$ cat src/rtl/apb_pkg.sv
// ----------------------------------------------------------------------------
// apb_pkg
//   Shared definitions for the APB register slave, its master and its bench.
//   Contents:
//     apb_state_t   - completer FSM states
//     APB_ADDR_W    - default paddr width
//     APB_DATA_W    - default data / register width
//     APB_ID_VALUE  - read-only identification value returned at address 0
//     cnt_width()   - width of a down-counter that can hold 0..n
// ----------------------------------------------------------------------------
package apb_pkg;

   typedef enum logic [1:0] {
      APB_IDLE   = 2'd0,
      APB_SETUP  = 2'd1,
      APB_ACCESS = 2'd2
   } apb_state_t;

   localparam int                    APB_ADDR_W   = 4;
   localparam int                    APB_DATA_W   = 8;
   localparam logic [APB_DATA_W-1:0] APB_ID_VALUE = 8'hA5;

   // A counter loaded with n needs at least one bit even when n is 0.
   function automatic int cnt_width(input int n);
      return (n <= 0) ? 1 : $clog2(n + 1);
   endfunction

endpackage

$ cat src/rtl/apb_reg_slave_if.sv
// ----------------------------------------------------------------------------
// apb_reg_slave_if
//   APB bus bundle between one requester and one completer (single psel).
//   Signals:
//     paddr/pwrite/psel/penable/pwdata  requester -> completer
//     prdata/pready/pslverr             completer -> requester
//   Modports: master (drives the request), slave (drives the response).
// ----------------------------------------------------------------------------
interface apb_reg_slave_if #(
   parameter int ADDR_W = apb_pkg::APB_ADDR_W,
   parameter int DATA_W = apb_pkg::APB_DATA_W
) ();

   logic [ADDR_W-1:0] paddr;
   logic              pwrite;
   logic              psel;
   logic              penable;
   logic [DATA_W-1:0] pwdata;
   logic [DATA_W-1:0] prdata;
   logic              pready;
   logic              pslverr;

   modport master (
      output paddr, pwrite, psel, penable, pwdata,
      input  prdata, pready, pslverr
   );

   modport slave (
      input  paddr, pwrite, psel, penable, pwdata,
      output prdata, pready, pslverr
   );

endinterface

$ cat src/rtl/apb_reg_bank.sv
// ----------------------------------------------------------------------------
// apb_reg_bank
//   Array of NUM_REGS DATA_W-bit registers with a one-cycle write strobe.
//   Ports:
//     clk, rst   clock, asynchronous active-high reset (all registers -> 0)
//     we         write enable; caller guarantees addr selects a writable reg
//     addr       register index (also selects rdata)
//     wdata      write data
//     rdata      combinational read of the addressed register (0 if none)
//     regs_o     flat image, reg n at [n*DATA_W +: DATA_W]
//     wr_pulse   bit n high for the one cycle after reg n was written
// ----------------------------------------------------------------------------
module apb_reg_bank
   import apb_pkg::*;
#(
   parameter int ADDR_W   = APB_ADDR_W,
   parameter int DATA_W   = APB_DATA_W,
   parameter int NUM_REGS = 12
) (
   input  logic                       clk,
   input  logic                       rst,
   input  logic                       we,
   input  logic [ADDR_W-1:0]          addr,
   input  logic [DATA_W-1:0]          wdata,
   output logic [DATA_W-1:0]          rdata,
   output logic [NUM_REGS*DATA_W-1:0] regs_o,
   output logic [NUM_REGS-1:0]        wr_pulse
);

   genvar gi;
   generate
      for (gi = 0; gi < NUM_REGS; gi++) begin : g_reg
         logic [DATA_W-1:0] reg_q, reg_d;
         logic              pulse_q, pulse_d;
         logic              hit;

         assign hit = we && (addr == ADDR_W'(gi));

         always_comb begin
            reg_d   = hit ? wdata : reg_q;
            pulse_d = hit;
         end

         always_ff @(posedge clk or posedge rst) begin
            if (rst) begin
               reg_q   <= '0;
               pulse_q <= 1'b0;
            end else begin
               reg_q   <= reg_d;
               pulse_q <= pulse_d;
            end
         end

         assign regs_o[gi*DATA_W +: DATA_W] = reg_q;
         assign wr_pulse[gi]                = pulse_q;
      end
   endgenerate

   always_comb begin
      rdata = '0;
      for (int i = 0; i < NUM_REGS; i++) begin
         if (addr == ADDR_W'(i)) rdata = regs_o[i*DATA_W +: DATA_W];
      end
   end

endmodule

$ cat src/rtl/apb_reg_slave.sv
// ----------------------------------------------------------------------------
// apb_reg_slave
//   APB completer for a bank of NUM_REGS control registers. Address 0 is a
//   read-only ID, addresses 1..NUM_REGS-1 are read/write, everything above is
//   unmapped and answered with pslverr. WAIT_STATES extra ACCESS cycles are
//   inserted before pready.
//   Ports:
//     pclk, preset  clock, asynchronous active-high reset
//     apb           APB slave modport (paddr/pwrite/psel/penable/pwdata in,
//                   prdata/pready/pslverr out)
//     regs_o        flat register image, reg n at [n*DATA_W +: DATA_W]
//     wr_pulse      bit n high for one cycle after reg n is written
// ----------------------------------------------------------------------------
module apb_reg_slave
   import apb_pkg::*;
#(
   parameter int                ADDR_W      = APB_ADDR_W,
   parameter int                DATA_W      = APB_DATA_W,
   parameter int                NUM_REGS    = 12,
   parameter int                WAIT_STATES = 0,
   parameter logic [DATA_W-1:0] ID_VALUE    = DATA_W'(APB_ID_VALUE)
) (
   input  logic                       pclk,
   input  logic                       preset,
   apb_reg_slave_if.slave             apb,
   output logic [NUM_REGS*DATA_W-1:0] regs_o,
   output logic [NUM_REGS-1:0]        wr_pulse
);

   localparam int                CNT_W      = cnt_width(WAIT_STATES);
   localparam logic [CNT_W-1:0]  CNT_LOAD   = CNT_W'(WAIT_STATES);
   localparam logic [ADDR_W:0]   NUM_REGS_X = (ADDR_W+1)'(NUM_REGS);

   apb_state_t        state_q, state_d, phase;
   logic [CNT_W-1:0]  cnt_q, cnt_d;
   logic [ADDR_W-1:0] addr_q, addr_d;
   logic              write_q, write_d;
   logic [DATA_W-1:0] wdata_q, wdata_d;

   logic              access_done;
   logic              is_id, in_range, err;
   logic              bank_we;
   logic [DATA_W-1:0] bank_rdata;

   // ---------------- state register ----------------
   always_ff @(posedge pclk or posedge preset) begin
      if (preset) begin
         state_q <= APB_IDLE;
         cnt_q   <= '0;
         addr_q  <= '0;
         write_q <= 1'b0;
         wdata_q <= '0;
      end else begin
         state_q <= state_d;
         cnt_q   <= cnt_d;
         addr_q  <= addr_d;
         write_q <= write_d;
         wdata_q <= wdata_d;
      end
   end

   // Transfer completes in the current cycle.
   assign access_done = (state_q == APB_ACCESS) && apb.psel && apb.penable && (cnt_q == '0);

   // ---------------- next-state logic ----------------
   // The SETUP phase is the bus cycle in which psel&!penable is visible while
   // the FSM is idle. It is decoded from the bus rather than registered so that
   // the first penable cycle is already ACCESS; a zero-wait master that never
   // looks at pready therefore completes in its first ACCESS cycle. After a
   // completion the FSM drops to IDLE and a directly following SETUP is decoded
   // the same way, so back-to-back transfers need no idle cycle.
   always_comb begin
      phase = state_q;
      if (state_q == APB_IDLE && apb.psel && !apb.penable) phase = APB_SETUP;

      state_d = state_q;
      cnt_d   = cnt_q;
      addr_d  = addr_q;
      write_d = write_q;
      wdata_d = wdata_q;

      case (phase)
         APB_IDLE: begin
            // penable without a preceding setup is ignored
            state_d = APB_IDLE;
         end
         APB_SETUP: begin
            addr_d  = apb.paddr;
            write_d = apb.pwrite;
            wdata_d = apb.pwdata;
            cnt_d   = CNT_LOAD;
            state_d = APB_ACCESS;
         end
         APB_ACCESS: begin
            if (!apb.psel || access_done) begin
               // abort (psel dropped before pready) or normal completion
               state_d = APB_IDLE;
            end else begin
               state_d = APB_ACCESS;
               if (cnt_q != '0) cnt_d = cnt_q - CNT_W'(1);
            end
         end
         default: state_d = APB_IDLE;
      endcase
   end

   // ---------------- decode ----------------
   assign is_id    = (addr_q == '0);
   assign in_range = ({1'b0, addr_q} < NUM_REGS_X);
   assign err      = write_q ? (is_id || !in_range) : !in_range;

   // ---------------- outputs ----------------
   // All responses are qualified by access_done, which is low whenever the
   // FSM is held in IDLE by reset.
   always_comb begin
      apb.pready  = access_done;
      apb.pslverr = access_done && err;
      bank_we     = access_done && write_q && !err;
      apb.prdata  = '0;
      if (access_done && !write_q) begin
         if (is_id)         apb.prdata = ID_VALUE;
         else if (in_range) apb.prdata = bank_rdata;
      end
   end

   apb_reg_bank #(
      .ADDR_W   (ADDR_W),
      .DATA_W   (DATA_W),
      .NUM_REGS (NUM_REGS)
   ) u_bank (
      .clk      (pclk),
      .rst      (preset),
      .we       (bank_we),
      .addr     (addr_q),
      .wdata    (wdata_q),
      .rdata    (bank_rdata),
      .regs_o   (regs_o),
      .wr_pulse (wr_pulse)
   );

endmodule
$ cat src/flat_wrapper.sv
// flat-port wrapper written by rule: the top's interface ports become plain ports
module apb_reg_slave_flat import apb_pkg::*;
#(
   parameter int                ADDR_W      = APB_ADDR_W,
   parameter int                DATA_W      = APB_DATA_W,
   parameter int                NUM_REGS    = 12,
   parameter int                WAIT_STATES = 0,
   parameter logic [DATA_W-1:0] ID_VALUE    = DATA_W'(APB_ID_VALUE)
)
  (pclk, preset, regs_o, wr_pulse, apb_paddr, apb_pwrite, apb_psel, apb_penable, apb_pwdata, apb_prdata, apb_pready, apb_pslverr);
  apb_reg_slave_if #(.ADDR_W(ADDR_W), .DATA_W(DATA_W)) apb_i ();
  input  logic pclk;
  input  logic preset;
  output logic [NUM_REGS*DATA_W-1:0] regs_o;
  output logic [NUM_REGS-1:0] wr_pulse;
  input wire logic [$bits(apb_i.paddr)-1:0] apb_paddr;
  input wire logic [$bits(apb_i.pwrite)-1:0] apb_pwrite;
  input wire logic [$bits(apb_i.psel)-1:0] apb_psel;
  input wire logic [$bits(apb_i.penable)-1:0] apb_penable;
  input wire logic [$bits(apb_i.pwdata)-1:0] apb_pwdata;
  output wire logic [$bits(apb_i.prdata)-1:0] apb_prdata;
  output wire logic [$bits(apb_i.pready)-1:0] apb_pready;
  output wire logic [$bits(apb_i.pslverr)-1:0] apb_pslverr;
  assign apb_i.paddr = apb_paddr;
  assign apb_i.pwrite = apb_pwrite;
  assign apb_i.psel = apb_psel;
  assign apb_i.penable = apb_penable;
  assign apb_i.pwdata = apb_pwdata;
  assign apb_prdata = apb_i.prdata;
  assign apb_pready = apb_i.pready;
  assign apb_pslverr = apb_i.pslverr;
  apb_reg_slave #(.ADDR_W(ADDR_W), .DATA_W(DATA_W), .NUM_REGS(NUM_REGS), .WAIT_STATES(WAIT_STATES), .ID_VALUE(ID_VALUE)) u_core (.pclk(pclk), .preset(preset), .apb(apb_i), .regs_o(regs_o), .wr_pulse(wr_pulse));
endmodule
$ cat config.mk
export PLATFORM = sky130hd
export DESIGN_NAME = apb_reg_slave_flat
export DESIGN_NICKNAME = d
export VERILOG_FILES = /design/src/rtl/apb_pkg.sv /design/src/rtl/apb_reg_slave_if.sv /design/src/rtl/apb_reg_bank.sv /design/src/rtl/apb_reg_slave.sv /design/src/flat_wrapper.sv
export SDC_FILE = /design/constraint.sdc
export NUM_CORES = 1
export LEC_CHECK = 0
export ABC_AREA = 1
export BUFFER_PORTS_ARGS = -buffer_cell sky130_fd_sc_hd__buf_2
export CAP_MARGIN = 20
export CORE_UTILIZATION = 49
export DETAILED_ROUTE_END_ITERATION = 8
export PLACE_DENSITY = 0.76
export SYNTH_ARGS = -nofsm -noshare
export SYNTH_HDL_FRONTEND = slang
export SYNTH_HIERARCHICAL = 1
export SYNTH_SLANG_ARGS = --single-unit
$ cat constraint.sdc
create_clock -name pclk -period 2.9 [get_ports pclk]
set_clock_uncertainty 0.1 [all_clocks]
set_input_delay 0.145 -clock pclk [delete_from_list [all_inputs] [get_ports pclk]]
set_output_delay 0.145 -clock pclk [all_outputs]
set_load 0.02 [all_outputs]
# Word level (Yosys, flattened, before mapping)
# Index checks and enable logic that the tools add are counted.
# word_totals
reg_bits	124
inputBits	17
out_inout_bits	118
word_cells	100
# op_classes
n_addsub	1
order_cmp	1
n_eq_ne	15
n_mux	21
n_bitwise	1
reduce_logical	32
# op_table
operator	count
two-way mux 8 bit	14
logical AND 1 bit	21
== test 4 x 3 -> 1 bit (second input constant)	4
== test 4 bit (second input constant)	4
== test 4 x 2 -> 1 bit (second input constant)	2
zero test 1 bit	5
== test 2 bit (second input constant)	2
== test 4 x 1 -> 1 bit (second input constant)	1
zero test 4 bit	1
< comparator 4 bit (second input constant)	1
two-way mux 2 bit	2
one-hot mux 2 bit (2 select lines)	1
two-way mux 1 bit	3
== test 2 x 1 -> 1 bit (second input constant)	1
zero test 2 bit	1
logical OR 1 bit	2
!= test 2 bit (second input constant)	1
one-hot mux 1 bit (2 select lines)	1
AND reduction 2 bit	1
nonzero test 2 bit	1
inverter 1 bit	1
subtractor 1 bit (second input constant)	1

# Depth between registers and ports, before layout
# depth
depth_word	15
ltp_mapped	15
depth_no_buf	15

# Hierarchy
# Netlist, hierarchy kept.
# modules_own_cells
module	instances	cells_per_inst	area_each_um2	seq_area_each_um2
apb_reg_bank	1	584	4952.2	2702.6
apb_reg_slave	1	99	818.3	350.3

# Worst setup path after synthesis
# No wires, ideal clock.
# synth_path
path_type	register to register
start	reg u_core.addr_q[0]
end	reg u_core.u_bank.g_reg[2].reg_q[3]
setup_time_ps	129
arrival_time_ps	1932
required_ps	2671
slack_ps	739
stages_incl_launch_ff	11
path_buffers	1
synth_period_minus_slack_ps	2161
path_cell_list	dfrtp_1 -> nor2_1 -> nand2_2 -> nand2_1 -> nor2_1 -> bufinv_8 -> nor2_4 -> inv_1 -> buf_2 -> nand2_1 -> o21ai_0
# synth_between
elab_chain_len	7
# synth_rtl
item	line	rtl
from (decl)	apb_reg_slave.sv:36	logic [ADDR_W-1:0] addr_q, addr_d;
from (signal assigned)	apb_reg_slave.sv:56	addr_q <= addr_d;
< comparator 4 bit	apb_reg_slave.sv:109	assign in_range = ({1'b0, addr_q} < NUM_REGS_X);
zero test 1 bit	apb_reg_slave.sv:110	assign err = write_q ? (is_id || !in_range) : !in_range;
logical OR 1 bit	apb_reg_slave.sv:110	
two-way mux 1 bit *	apb_reg_slave.sv:110	
zero test 1 bit *	apb_reg_slave.sv:118	bank_we = access_done && write_q && !err;
logical AND 1 bit *	apb_reg_slave.sv:118	
named net u_core.bank_we	apb_reg_slave.sv:42	logic bank_we;
logical AND 1 bit *	apb_reg_bank.sv:37	assign hit = we && (addr == ADDR_W'(gi));
named net u_core.u_bank.g_reg[2].hit	apb_reg_bank.sv:35	logic hit;
to (signal assigned)	apb_reg_bank.sv:49	reg_q <= reg_d;
to (decl)	apb_reg_bank.sv:33	logic [DATA_W-1:0] reg_q, reg_d;
# The timed path passes the listed nets; every way through them passes the cells marked *.
# A chain may end at the register's enable or synchronous reset.

# Worst setup path after layout
# layout_path
start	reg u_core.addr_q[2]
end	out apb_prdata[6]
# layout_between
elab_chain_len	15
# layout_rtl
item	line	rtl
== test 4 x 1 -> 1 bit	apb_reg_bank.sv:62	if (addr == ADDR_W'(i)) rdata = regs_o[i*DATA_W +: DATA_W];
two-way mux 8 bit (10 in series)	apb_reg_bank.sv:62	
two-way mux 8 bit *	apb_reg_bank.sv:62	
named net u_core.bank_rdata[6]	apb_reg_slave.sv:43	logic [DATA_W-1:0] bank_rdata;
two-way mux 8 bit *	apb_reg_slave.sv:122	else if (in_range) apb.prdata = bank_rdata;
two-way mux 8 bit *	apb_reg_slave.sv:121	if (is_id) apb.prdata = ID_VALUE;
two-way mux 8 bit *	apb_reg_slave.sv:120	if (access_done && !write_q) begin
to (decl)	flat_wrapper.sv:21	output wire logic [$bits(apb_i.prdata)-1:0] apb_prdata;
# Marked as above.

==> results summary <==
The reg-to-reg startpoint is u_core/addr_q[2]$_DFFE_PP0N_. The number of cell rows came out at 39. The top-level I/O count came out at 135. The critical path in this run is classified as reg -> out. The synthesis warning total is 6. Traced cell by cell, the critical path runs through buf_4, nor2_1, inv_2, nor2_4, inv_1, o21ai_0, inv_1, nand3_1, nand2_1, nand2_1, inv_1, nor2_1, nand2_1, nor2_1, buf_2. Setup repair after global routing left no endpoint under its margin. For this run, design rule violations remaining after detail routing come to 0. The number of buffers added on ports came out at 134.

The max-slew headroom at the worst pin came out at 0.5742. The highest fanout seen on the critical path came out at 8. The top cell types in the final layout, fill and taps aside, are 196 x sky130_fd_sc_hd__nand2_1, 134 x sky130_fd_sc_hd__buf_2, 120 x sky130_fd_sc_hd__dfrtp_1. The xor/xnor share of the synthesized area is 0. TritonCTS built the clock tree. The most critical setup path has its startpoint at u_core/addr_q[2]$_DFFE_PP0N_.

The number of antenna violations at the first check in global routing is 0. The final design instance area without fill is 7261 um2. The number of distinct standard cells referenced by the synthesized netlist came out at 24. The average cell area after synthesis is 8.449 um2.

The total power after layout came out at 4.895 mW. The worst setup path is launched from a register. The width of the die is 110.5 um.

Synthesis inferred 122 register bits. Measured in cells, the most critical reg-to-reg path has a length of 11. The total global routing overflow came out at 0. For the pin with the worst max-slew slack, the measured transition is 637.4 ps.

The fraction of the mapped netlist area in compound gates is 0.1195. The total length of routed wires is 16880 um. The number of DRC markers in iteration 0 came out at 468.

From bottom edge to top edge, the die measures 110.5 um. The number of H-tree branching levels came out at 4. The delay contributed by the slowest stage of the critical path is 430 ps.

For this run, the total global-route usage over all layers was measured as 0.2872. The largest net degree at the start of global routing came out at 60. The number of detailed-routing iterations run before antenna repair is 7. The flow ran to the end, and the final reports show no timing, DRC or antenna violations. In this run the standard cell core region covers 11470 um2. The layout overhead on the synthesized area came out at 25.82%. In the finished design, the share of the clock period the worst path needs comes to 0.9540. The number of hold violations in the final report was 0.

The number of nets in the synthesized netlist came out at 700. The clock drives 122 sinks. The adder-cell share of the synthesized area is 0. The share of post-route cells with drive strength above 1 is 0.2791.

Setup violations remaining at the end of the flow were counted as 0. Dividing total power by cell area gives a power density of 674.2 nW/um2. Buffers inserted during clock tree synthesis total 17. For this run, the register share of the synthesized area comes to 0.5291. For this configuration, the core starts out at a cell density of 0.5032. The overall die area came out at 12210 um2. For this block, the via count after detailed routing is 5267. The worst path required time is 2650 ps. Across all setup checks in the final design, the least slack found is 133.3 ps. The largest individual stage delay along the critical path comes from the cell sky130_fd_sc_hd__dfrtp_1. The final number of max-transition violations is 0. The later-pin clock latency in the skew report came out at 410 ps. STA puts the critical path data arrival time at 2520 ps.

The number of diodes is 0. The fmax is 0.3614 GHz. The wire-length estimate of the detail-placed layout is 11790 um. Summing every instance area after synthesis gives 5771 um2. The net total in the final layout came out at 846. The multiplexer share of the synthesized area is 0.

After detailed placement, the total cell area comes to 6460 um2. The mean routed wirelength per cell came out at 17.14 um. The instance count of the mapped netlist came out at 683.

After filler insertion, the fill cell instance count of the layout stands at 978. The worst IR drop on VDD is 0.3841 mV. Of the total synthesized cell area, the portion taken by AND, OR, NAND and NOR gates is 0.2515. The library cell used most frequently in the layout, excluding fill and tap cells, is sky130_fd_sc_hd__nand2_1.

The clock tree root driver cell is sky130_fd_sc_hd__clkbuf_16. The global-route wire length before repair is 26630 um. The time the final worst path needs with I/O delays and setup is 2767 ps. The endpoint kind of the worst setup timing path is a primary output. In this run the worst setup path terminates at apb_prdata[6]. The via count of the first global-routing pass came out at 4941. The main combinational cell family by area after synthesis is simple AND/OR/NAND/NOR gates. The class of the tightest hold or removal check is in -> reg. The worst slack at placement is 492.6 ps. The final total negative setup slack is 0 ps. The number of vias per cell is 5.347. The weighted congestion reported at the end of routability-driven placement is 1.018. Measured on the finished design, the core utilization comes to 0.6332.

The total of max-cap violations came out at 0. The register-to-register path setup slack came out at 470 ps. In this run the critical register-to-register path is captured at u_core/u_bank/g_reg[10].reg_q[2]$_DFFE_PP0P_. The clock transition at the registers of the reported paths came out at 50 ps. Counting along the longest clock path gives a buffer depth of 2. The leakage component of the power came out at 3.786 nW.

The post-route antenna net violation count came out at 0.
[per-layer routing]
metal  track usage  vias up  wire length, um
met2        0.4513      301             8002
met5             0        -                0
met3       0.08178       48             1532
met1        0.3763     2481             6847
met4        0.1129        0              496
li1              -     2437                -
[cells by family (layout without fill, tap and decap cells)]
logic type / after synthesis / after routing
simple gates: 313 / 313
compound gates: 125 / 125
buf+inv: 123 / 282
flops: 122 / 122
[synth_stat cells]
master | instances | share of area
sky130_fd_sc_hd__clkbuf_1 | 4 | 0.0026
sky130_fd_sc_hd__dfrtp_1 | 122 | 0.53
sky130_fd_sc_hd__nor2_4 | 17 | 0.033
sky130_fd_sc_hd__o21ai_1 | 5 | 0.0043
sky130_fd_sc_hd__buf_4 | 15 | 0.020
sky130_fd_sc_hd__nor2_2 | 2 | 0.0022
sky130_fd_sc_hd__nand2_1 | 197 | 0.13
sky130_fd_sc_hd__inv_2 | 12 | 0.0078
sky130_fd_sc_hd__inv_1 | 80 | 0.052
sky130_fd_sc_hd__nand2_4 | 3 | 0.0059
sky130_fd_sc_hd__bufinv_8 | 1 | 0.0030
sky130_fd_sc_hd__buf_2 | 6 | 0.0052
sky130_fd_sc_hd__nor2_1 | 37 | 0.024
sky130_fd_sc_hd__nand3_1 | 39 | 0.034
sky130_fd_sc_hd__buf_6 | 5 | 0.0098
sky130_fd_sc_hd__o21ai_0 | 96 | 0.083
sky130_fd_sc_hd__nand4_1 | 10 | 0.011
sky130_fd_sc_hd__a21oi_1 | 7 | 0.0061
sky130_fd_sc_hd__a21oi_2 | 4 | 0.0061
sky130_fd_sc_hd__or2_2 | 1 | 0.0011
sky130_fd_sc_hd__nor2_8 | 1 | 0.0035
sky130_fd_sc_hd__nand3b_4 | 1 | 0.0035
sky130_fd_sc_hd__o21ai_2 | 13 | 0.020
sky130_fd_sc_hd__nand2_2 | 5 | 0.0054
[per-stage QoR]
step                      std cells  hold WS (ps)
after floorplan                 683        -65.78
final                           985         201.6
after CTS                       983         179.3
after global routing            985         209.6
after global placement          935         158.9
after detailed placement        935         161.9
[layout make-up]
type	instances	area [um2]	area share
clock buffers	22	474.2	0.06531
inverters	93	366.6	0.05049
well taps	143	178.9	0.02464
flip-flops and latches	122	3055	0.4208
clock inverters	10	141.4	0.01947
repair buffers	157	895.9	0.1234
multi-input cells	438	2148	0.2959
[worst min-delay path by stage]
stage,start,to,slack (ps),cells past startpoint
final,apb_psel,u_core/write_q$_DFFE_PP0N_,200,3
after global routing,apb_psel,u_core/wdata_q[3]$_DFFE_PP0N_,210,3
after CTS,apb_psel,u_core/wdata_q[7]$_DFFE_PP0N_,180,3
after detailed placement,preset,u_core/state_q[1]$_DFF_PP0_,160,2
after global placement,preset,u_core/state_q[1]$_DFF_PP0_,160,2
after floorplan,preset,u_core/addr_q[0]$_DFFE_PP0N_,-70,1
[power breakdown]
| group | total (mW) | switching (mW) | internal, mW |
|---|---|---|---|
| Clock | 2.17 | 0.754 | 1.42 |
| Sequential | 1.94 | 0.127 | 1.81 |
| Combinational | 0.782 | 0.553 | 0.229 |
| Total | 4.89 | 1.43 | 3.46 |
[registers in the layout, summed over array words and instances, names as in the netlist]
| register | cells |
|---|---|
| u_core/u_bank/g.pulse_q | 12 |
| u_core/addr_q | 4 |
| u_core/state_q | 1 |
| u_core/write_q | 1 |
| u_core/u_bank/g.reg_q | 96 |
| u_core/wdata_q | 8 |
[critical path: cells and delay by family (launching register included)]
kind,cells,cell delay [ps]
simple gates,8,800
flops,1,430
compound gates,1,140
buf+inv,6,740
[what timing repair did]
| action | 4_1_cts | 5_1_grt |
|---|---|---|
| endpoints found under the hold margin | 53 | 0 |
| setup buffers | 0 | 2 |
| endpoints found under the setup margin | 0 | 7 |
| hold buffers | 16 | 0 |
| gates resized for setup | 0 | 4 |
No activity file was read; power rests on OpenSTA's default activity.
